[config.mk]
export PLATFORM = sky130hd
export DESIGN_NAME = plaintext_encrypter
export DESIGN_NICKNAME = d
export VERILOG_FILES = /design/src/rtl/plaintext_encrypter.sv
export SDC_FILE = /design/constraint.sdc
export NUM_CORES = 1
export LEC_CHECK = 0
export CORE_ASPECT_RATIO = 0.8
export CORE_UTILIZATION = 53
export DETAILED_ROUTE_END_ITERATION = 10
export PLACE_DENSITY_LB_ADDON = 0.12
export SYNTH_ARGS = -nofsm -noshare
export SYNTH_HDL_FRONTEND = slang
export SYNTH_SLANG_ARGS = --single-unit
[constraint.sdc]
create_clock -name clk -period 5 [get_ports clk]
set_input_delay 1 -clock clk [delete_from_list [all_inputs] [get_ports clk]]
set_output_delay 1 -clock clk [all_outputs]
set_load 0.02 [all_outputs]
[src/rtl/plaintext_encrypter.sv]
// Streaming character encrypter: latches a public key, then maps each plaintext
// character to (pt - key) mod P in the range 1..P through a one-deep output register.
module plaintext_encrypter #(
  parameter int         P         = 227,
  parameter logic [7:0] NULL_CHAR = 8'h00
) (
  input  logic        clk,
  input  logic        rst,
  input  logic [1:0]  mode,
  input  logic [7:0]  public_key,
  input  logic        key_valid,
  input  logic [7:0]  pt_char,
  input  logic        pt_valid,
  output logic        pt_ready,
  output logic [7:0]  ct_char,
  output logic        ct_valid,
  input  logic        ct_ready,
  output logic        err_invalid_key,
  output logic        err_invalid_char,
  output logic [15:0] char_count,
  output logic        state_dbg
);

  // Handshakes: a transfer happens on a rising edge where valid and ready are both
  // high; ct_char/ct_valid hold while ct_valid && !ct_ready.
  localparam logic [0:0] IDLE  = 1'b0;
  localparam logic [0:0] KEYED = 1'b1;
  localparam logic [8:0] P9    = 9'(P);

  logic [0:0]  state_q, state_d;
  logic [7:0]  key_q, key_d;
  logic [7:0]  ct_char_q, ct_char_d;
  logic        ct_valid_q, ct_valid_d;
  logic        err_key_q, err_key_d;
  logic        err_char_q, err_char_d;
  logic [15:0] count_q, count_d;

  logic        mode_enc;
  logic        key_ok;
  logic        char_ok;
  logic        accept;
  logic        pop;
  logic [8:0]  diff_raw;
  logic [8:0]  diff_adj;

  assign mode_enc = (mode == 2'b00);
  assign key_ok   = (public_key != 8'h00) && ({1'b0, public_key} < P9);
  assign char_ok  = (pt_char != 8'h00) && ({1'b0, pt_char} < P9);
  assign pop      = ct_valid_q && ct_ready;
  assign pt_ready = (state_q == KEYED) && mode_enc && (!ct_valid_q || ct_ready);
  assign accept   = pt_valid && pt_ready;

  // A non-positive difference folds to the top of the range, so 0 maps to P.
  always_comb begin
    diff_raw = {1'b0, pt_char} - {1'b0, key_q};
    if ($signed(diff_raw) <= 9'sd0) diff_adj = diff_raw + P9;
    else                            diff_adj = diff_raw;
  end

  always_comb begin
    state_d   = state_q;
    key_d     = key_q;
    err_key_d = key_valid && !key_ok;
    case (state_q)
      IDLE: begin
        if (key_valid && mode_enc && key_ok) begin
          state_d = KEYED;
          key_d   = public_key;
        end
      end
      KEYED: begin
        if (!mode_enc) begin
          state_d = IDLE;
          key_d   = 8'h00;
        end else if (key_valid && key_ok) begin
          key_d = public_key;
        end
      end
      default: begin
        state_d = IDLE;
        key_d   = 8'h00;
      end
    endcase
  end

  // The accepted character is encrypted with key_q, i.e. the key before any same-cycle reload.
  always_comb begin
    ct_char_d  = ct_char_q;
    ct_valid_d = ct_valid_q;
    err_char_d = 1'b0;
    count_d    = count_q;
    if (pop) begin
      ct_char_d  = NULL_CHAR;
      ct_valid_d = 1'b0;
      count_d    = count_q + 16'd1;
    end
    if (accept) begin
      if (char_ok) begin
        ct_char_d  = diff_adj[7:0];
        ct_valid_d = 1'b1;
      end else begin
        err_char_d = 1'b1;
      end
    end
  end

  always_ff @(posedge clk) begin
    if (rst) begin
      state_q    <= IDLE;
      key_q      <= 8'h00;
      ct_char_q  <= NULL_CHAR;
      ct_valid_q <= 1'b0;
      err_key_q  <= 1'b0;
      err_char_q <= 1'b0;
      count_q    <= 16'h0000;
    end else begin
      state_q    <= state_d;
      key_q      <= key_d;
      ct_char_q  <= ct_char_d;
      ct_valid_q <= ct_valid_d;
      err_key_q  <= err_key_d;
      err_char_q <= err_char_d;
      count_q    <= count_d;
    end
  end

  assign ct_char          = ct_char_q;
  assign ct_valid         = ct_valid_q;
  assign err_invalid_key  = err_key_q;
  assign err_invalid_char = err_char_q;
  assign char_count       = count_q;
  assign state_dbg        = state_q[0];

endmodule
# [Word level (Yosys, flattened, before mapping)]
# Cells that the tools add are included.
[word_totals] ff_bits=36 output_inout_bits=29 wordCells=50
[op_classes] add_sub_neg=3 order_cmp=3 n_eq_ne=2 muxes=15 bitwise_logic=2 n_reduce_logical=18
[op_table] operator="$mux W8" count=7
[op_table] operator="$add A16 B1 Y16 const B" count=1
[op_table] operator="$lt A8 B8 Y1 const B" count=2
[op_table] operator="$pmux W8 S2" count=1
[op_table] operator="$reduce_bool A8 Y1" count=2
[op_table] operator="$logic_and A1 B1 Y1" count=10
[op_table] operator="$le A9 B1 Y1 const B" count=1
[op_table] operator="$sub A8 B8 Y9" count=1
[op_table] operator="$add A8 B8 Y8 const B" count=1
[op_table] operator="$mux W1" count=6
[op_table] operator="$ne A3 B2 Y1 const B" count=1
[op_table] operator="$logic_not A1 Y1" count=2
[op_table] operator="$logic_not A2 Y1" count=1
[op_table] operator="$ne A2 B2 Y1 const B" count=1
[op_table] operator="$not A1 Y1" count=2
[op_table] operator="$pmux W1 S2" count=1
[op_table] operator="$reduce_and A2 Y1" count=1
[op_table] operator="$reduce_or A2 Y1" count=1
[op_table] operator="$logic_or A1 B1 Y1" count=1

# [Longest topological paths before layout]
[logic_depth] ltp_word=6 depth_mapped=10

# [Worst setup path after synthesis]
# OpenSTA, ideal clock, no wires.
[synth_timing] path_type="in2reg" startpoint="input pt_char[0]" endpoint="register ct_char_q[6], in the netlist ct_char[6]" setup_time_ps=122 arrival_ps=2957 required_time_ps=4878 slack_ps=1921 cell_stages=10 cell_sequence="inv_1 > ha_1 > fa_1 > nand2b_1 > a21oi_1 > xor2_1 > a2111oi_4 > a21oi_1 > nor2_1 > a221o_1"
[synth_via] elab_chain_cells=5
[synth_rtl] item="start: declaration" line_no="12" rtl="input logic [7:0] pt_char,"
[synth_rtl] item="$sub A8 B8 Y9" line_no="55" rtl="diff_raw = {1'b0, pt_char} - {1'b0, key_q};"
[synth_rtl] item="$add A8 B8 Y8 / $le A9 B1 Y1 (equally long branches)" line_no="56" rtl="if ($signed(diff_raw) <= 9'sd0) diff_adj = diff_raw + P9;"
[synth_rtl] item="$mux W8" line_no="56"
[synth_rtl] item="$mux W8 *" line_no="98" rtl="if (char_ok) begin"
[synth_rtl] item="$mux W8 *" line_no="97" rtl="if (accept) begin"
[synth_rtl] item="end signal: assignment" line_no="119" rtl="ct_char_q <= ct_char_d;"
[synth_rtl] item="end: declaration" line_no="32" rtl="logic [7:0] ct_char_q, ct_char_d;"
# Every way passes the cells marked *; elsewhere a longest branch is shown, timed or not.
# A chain may end at the register's enable or synchronous reset.

# [Worst setup path in the final report]
# Ends and elaborated chain as after synthesis.

==> results.sh <==
export IMPL_finalMaxSlewViolations=0
export IMPL_drc=0
export IMPL_cp_start_kind="primary input"
export IMPL_area_delta_synth_final_pct=28.86
export IMPL_regArea_sq_um=720.7
export IMPL_synth_fp_nets=305
export IMPL_num_vias=2048
export IMPL_cts_setup_buffers=0
export IMPL_mostFrequentLayoutCells="clkdlybuf4s50_1 (51), dfxtp_1 (36), nand2_1 (33)"
export IMPL_crit_path_frequent_cell="a21oi_1"
export IMPL_drive_gt1_frac=0.06542
export IMPL_fin_crit_sh=0.6974
export IMPL_routabilityCongestion=0.9343
export IMPL_worstMarginPinSlew_ps=693.1
export IMPL_io_pins=52
export IMPL_grt_pass1_wl_mm=8.114
export IMPL_ys_async_sr_fraction=0
export IMPL_clk_pin_slew_ps=60
export IMPL_synth_top_area_frac=0.3364
export IMPL_p_leak_nw=1.005
export IMPL_final_setup_tns_ps=0
export IMPL_initial_utilization=0.5595
export IMPL_slowest_delay_ps=510
export IMPL_synth_main_ff_cell="dfxtp_1"
export IMPL_ctsResizeCount=0
export IMPL_clockBufferDepth=2
export IMPL_worst_r2r_cell_count=9
export IMPL_finalCriticalPeriod_ps=3487
export IMPL_fill_cells=331
export IMPL_nets=354
export IMPL_die_x_um=73.08
export IMPL_crit_path_max_fanout=4
export IMPL_clock_latency_ps=290
export IMPL_setup_viol=0
export IMPL_cts_sinks=36
export IMPL_whs_ps=449.4
export IMPL_grt_max_degree=20
export IMPL_cts_buffers=5
export IMPL_rsz0062_at_grt="no"
export IMPL_slew_headroom=0.5365
export IMPL_synth_edf_count=0
export IMPL_final_hold_violation_count=0
export IMPL_insertedDiodeCount=0
export IMPL_hpwl_mm=3.782
export IMPL_initialDrtViolationCount=142
export IMPL_synth_top_cell_by_area="dfxtp_1"
export IMPL_dpl_cell_area_sq_mm=0.002673
export IMPL_coreArea_sq_mm=0.003829
export IMPL_cts_root_buffer="clkbuf_8"
export IMPL_crit_chain="clkdlybuf4s50_1, inv_1, ha_1, fa_1, nand2b_1, a21oi_1, xor2_1, a2111oi_4, a21oi_1, nor2_1, a221o_1"
export IMPL_yosys_warnings=0
export IMPL_status="finished clean"
export IMPL_whs_path_depth=2
export IMPL_cap_violations=0
export IMPL_required_ps=5170
export IMPL_syn_area_per_cell_sq_um=7.904
export IMPL_critPathCaptureType="register"
export IMPL_ys_seq_area_frac=0.3364
export IMPL_firstDrtPassIters=4
export IMPL_multi_input_area_sq_mm=0.001313
export IMPL_max_freq_ghz=0.2868
export IMPL_detail_route_wirelength_mm=4.851
export IMPL_cts_tree="yes"
export IMPL_wire_per_inst_um=12.90
export IMPL_grt_use_total=0.2460
export IMPL_htree_levels=2
export IMPL_first_global_vias=1758
export IMPL_ant_nets=0
export IMPL_synth_cell_area_sq_mm=0.002142
export IMPL_hold_buffers=0
export IMPL_fin_skew_ps=11.30
export IMPL_cp_arrival_ps=3660
export IMPL_fin_cells=376
export IMPL_p_per_area_mw_per_mm2=224.0
export IMPL_ys_top_cells_by_area="dfxtp_1 (34%), ha_1 (5.8%), nand2_1 (5.8%)"
export IMPL_die_y_um=58.86
export IMPL_syn_inst=271
export IMPL_final_core_utilization=0.7209
export IMPL_die_area_sq_mm=0.004301
export IMPL_portBuffers=51
export IMPL_viasPerCell=5.447
export IMPL_peakVddDrop_mv=0.1506
export IMPL_ys_seq_elements=36
export IMPL_hp_class="register to register"
export IMPL_finalInstanceArea_sq_mm=0.002760
export IMPL_critical_path_class="primary input to register"
export IMPL_place_inst=368
export IMPL_yosysUniqueCellTypes=49
export IMPL_final_common_cell="clkdlybuf4s50_1"
export IMPL_grt_ovfl_total=0
export IMPL_antenna_found_initial=0
export IMPL_rows=20
export IMPL_cp_slowest_cell="clkdlybuf4s50_1"
-- per-layer routing --
metal,part of all wire,vias up,routed length (um),GRT usage
met2,0.43,55,2093,0.3664
met3,0.045,5,220,0.05308
met1,0.51,937,2497,0.3567
met5,0,-,0,0
li1,-,1051,-,-
met4,0.0082,0,40,0.07003
-- registers in the layout, indices dropped and copies added (netlist names) --
signal            count
char_count           16
key_q                 8
state_dbg             1
err_invalid_key       1
err_invalid_char      1
ct_valid              1
ct_char               8
-- per-stage QoR --
stage | worst slack [ps] | power (mW)
floorplan | 1921 | 0.3804
global placement | 1293 | 0.4170
detailed placement | 1244 | 0.4194
CTS | 1531 | 0.6182
global route | 1363 | 0.6453
finish | 1513 | 0.6182
-- synth_stat cells, drive strengths merged, types with 7 or more instances --
library cell and instances:
dfxtp 36, nand2 34, nor2 30, nand3 23, a21oi 20, xor2 14
inv 13, ha 10, and3 9, o21ai 9, xnor2 7
-- layout make-up --
cell class	count	share of cell area
multi-input combinational	211	0.4755
sequential	36	0.2611
timing repair buffer	52	0.1877
clock buffer	5	0.02493
tap	55	0.02493
inverter	14	0.01904
clock inverter	3	0.006800
-- power breakdown --
part | switching, mW | internal, mW | total [mW]
sequential | 0.00190 | 0.289 | 0.291
combinational | 0.0710 | 0.0521 | 0.123
clock | 0.107 | 0.0970 | 0.204
total | 0.180 | 0.438 | 0.618
-- critical path: cells and delay by family --
kind	cells	cell delay, ps
adder cells (fa/ha/maj)	2	610
AO/OA/AOI/OAI	4	830
AND/OR/NAND/NOR	2	260
buffers and inverters	2	570
XOR/XNOR	1	390
-- logic make-up after synthesis --
| group | after synthesis | share of synthesized area |
|---|---|---|
| AOI/OAI and AO/OA | 51 | 0.1618 |
| buffers and inverters | 24 | 0.05081 |
| xor gates and xnor gates | 21 | 0.08587 |
| and+or+nand+nor | 128 | 0.2973 |
| adders and majority gates | 11 | 0.06776 |
| DFF | 36 | 0.3364 |
-- worst paths after layout --
path         startpoint  slack [ps]         end
min reg2reg  ct_char[0]         450  ct_char[0]
min          ct_char[0]         450  ct_char[0]
max          pt_char[0]        1510  ct_char[6]
max reg2reg    key_q[0]        2480  ct_char[6]
Note: power is estimated with default switching activity, not from simulation.
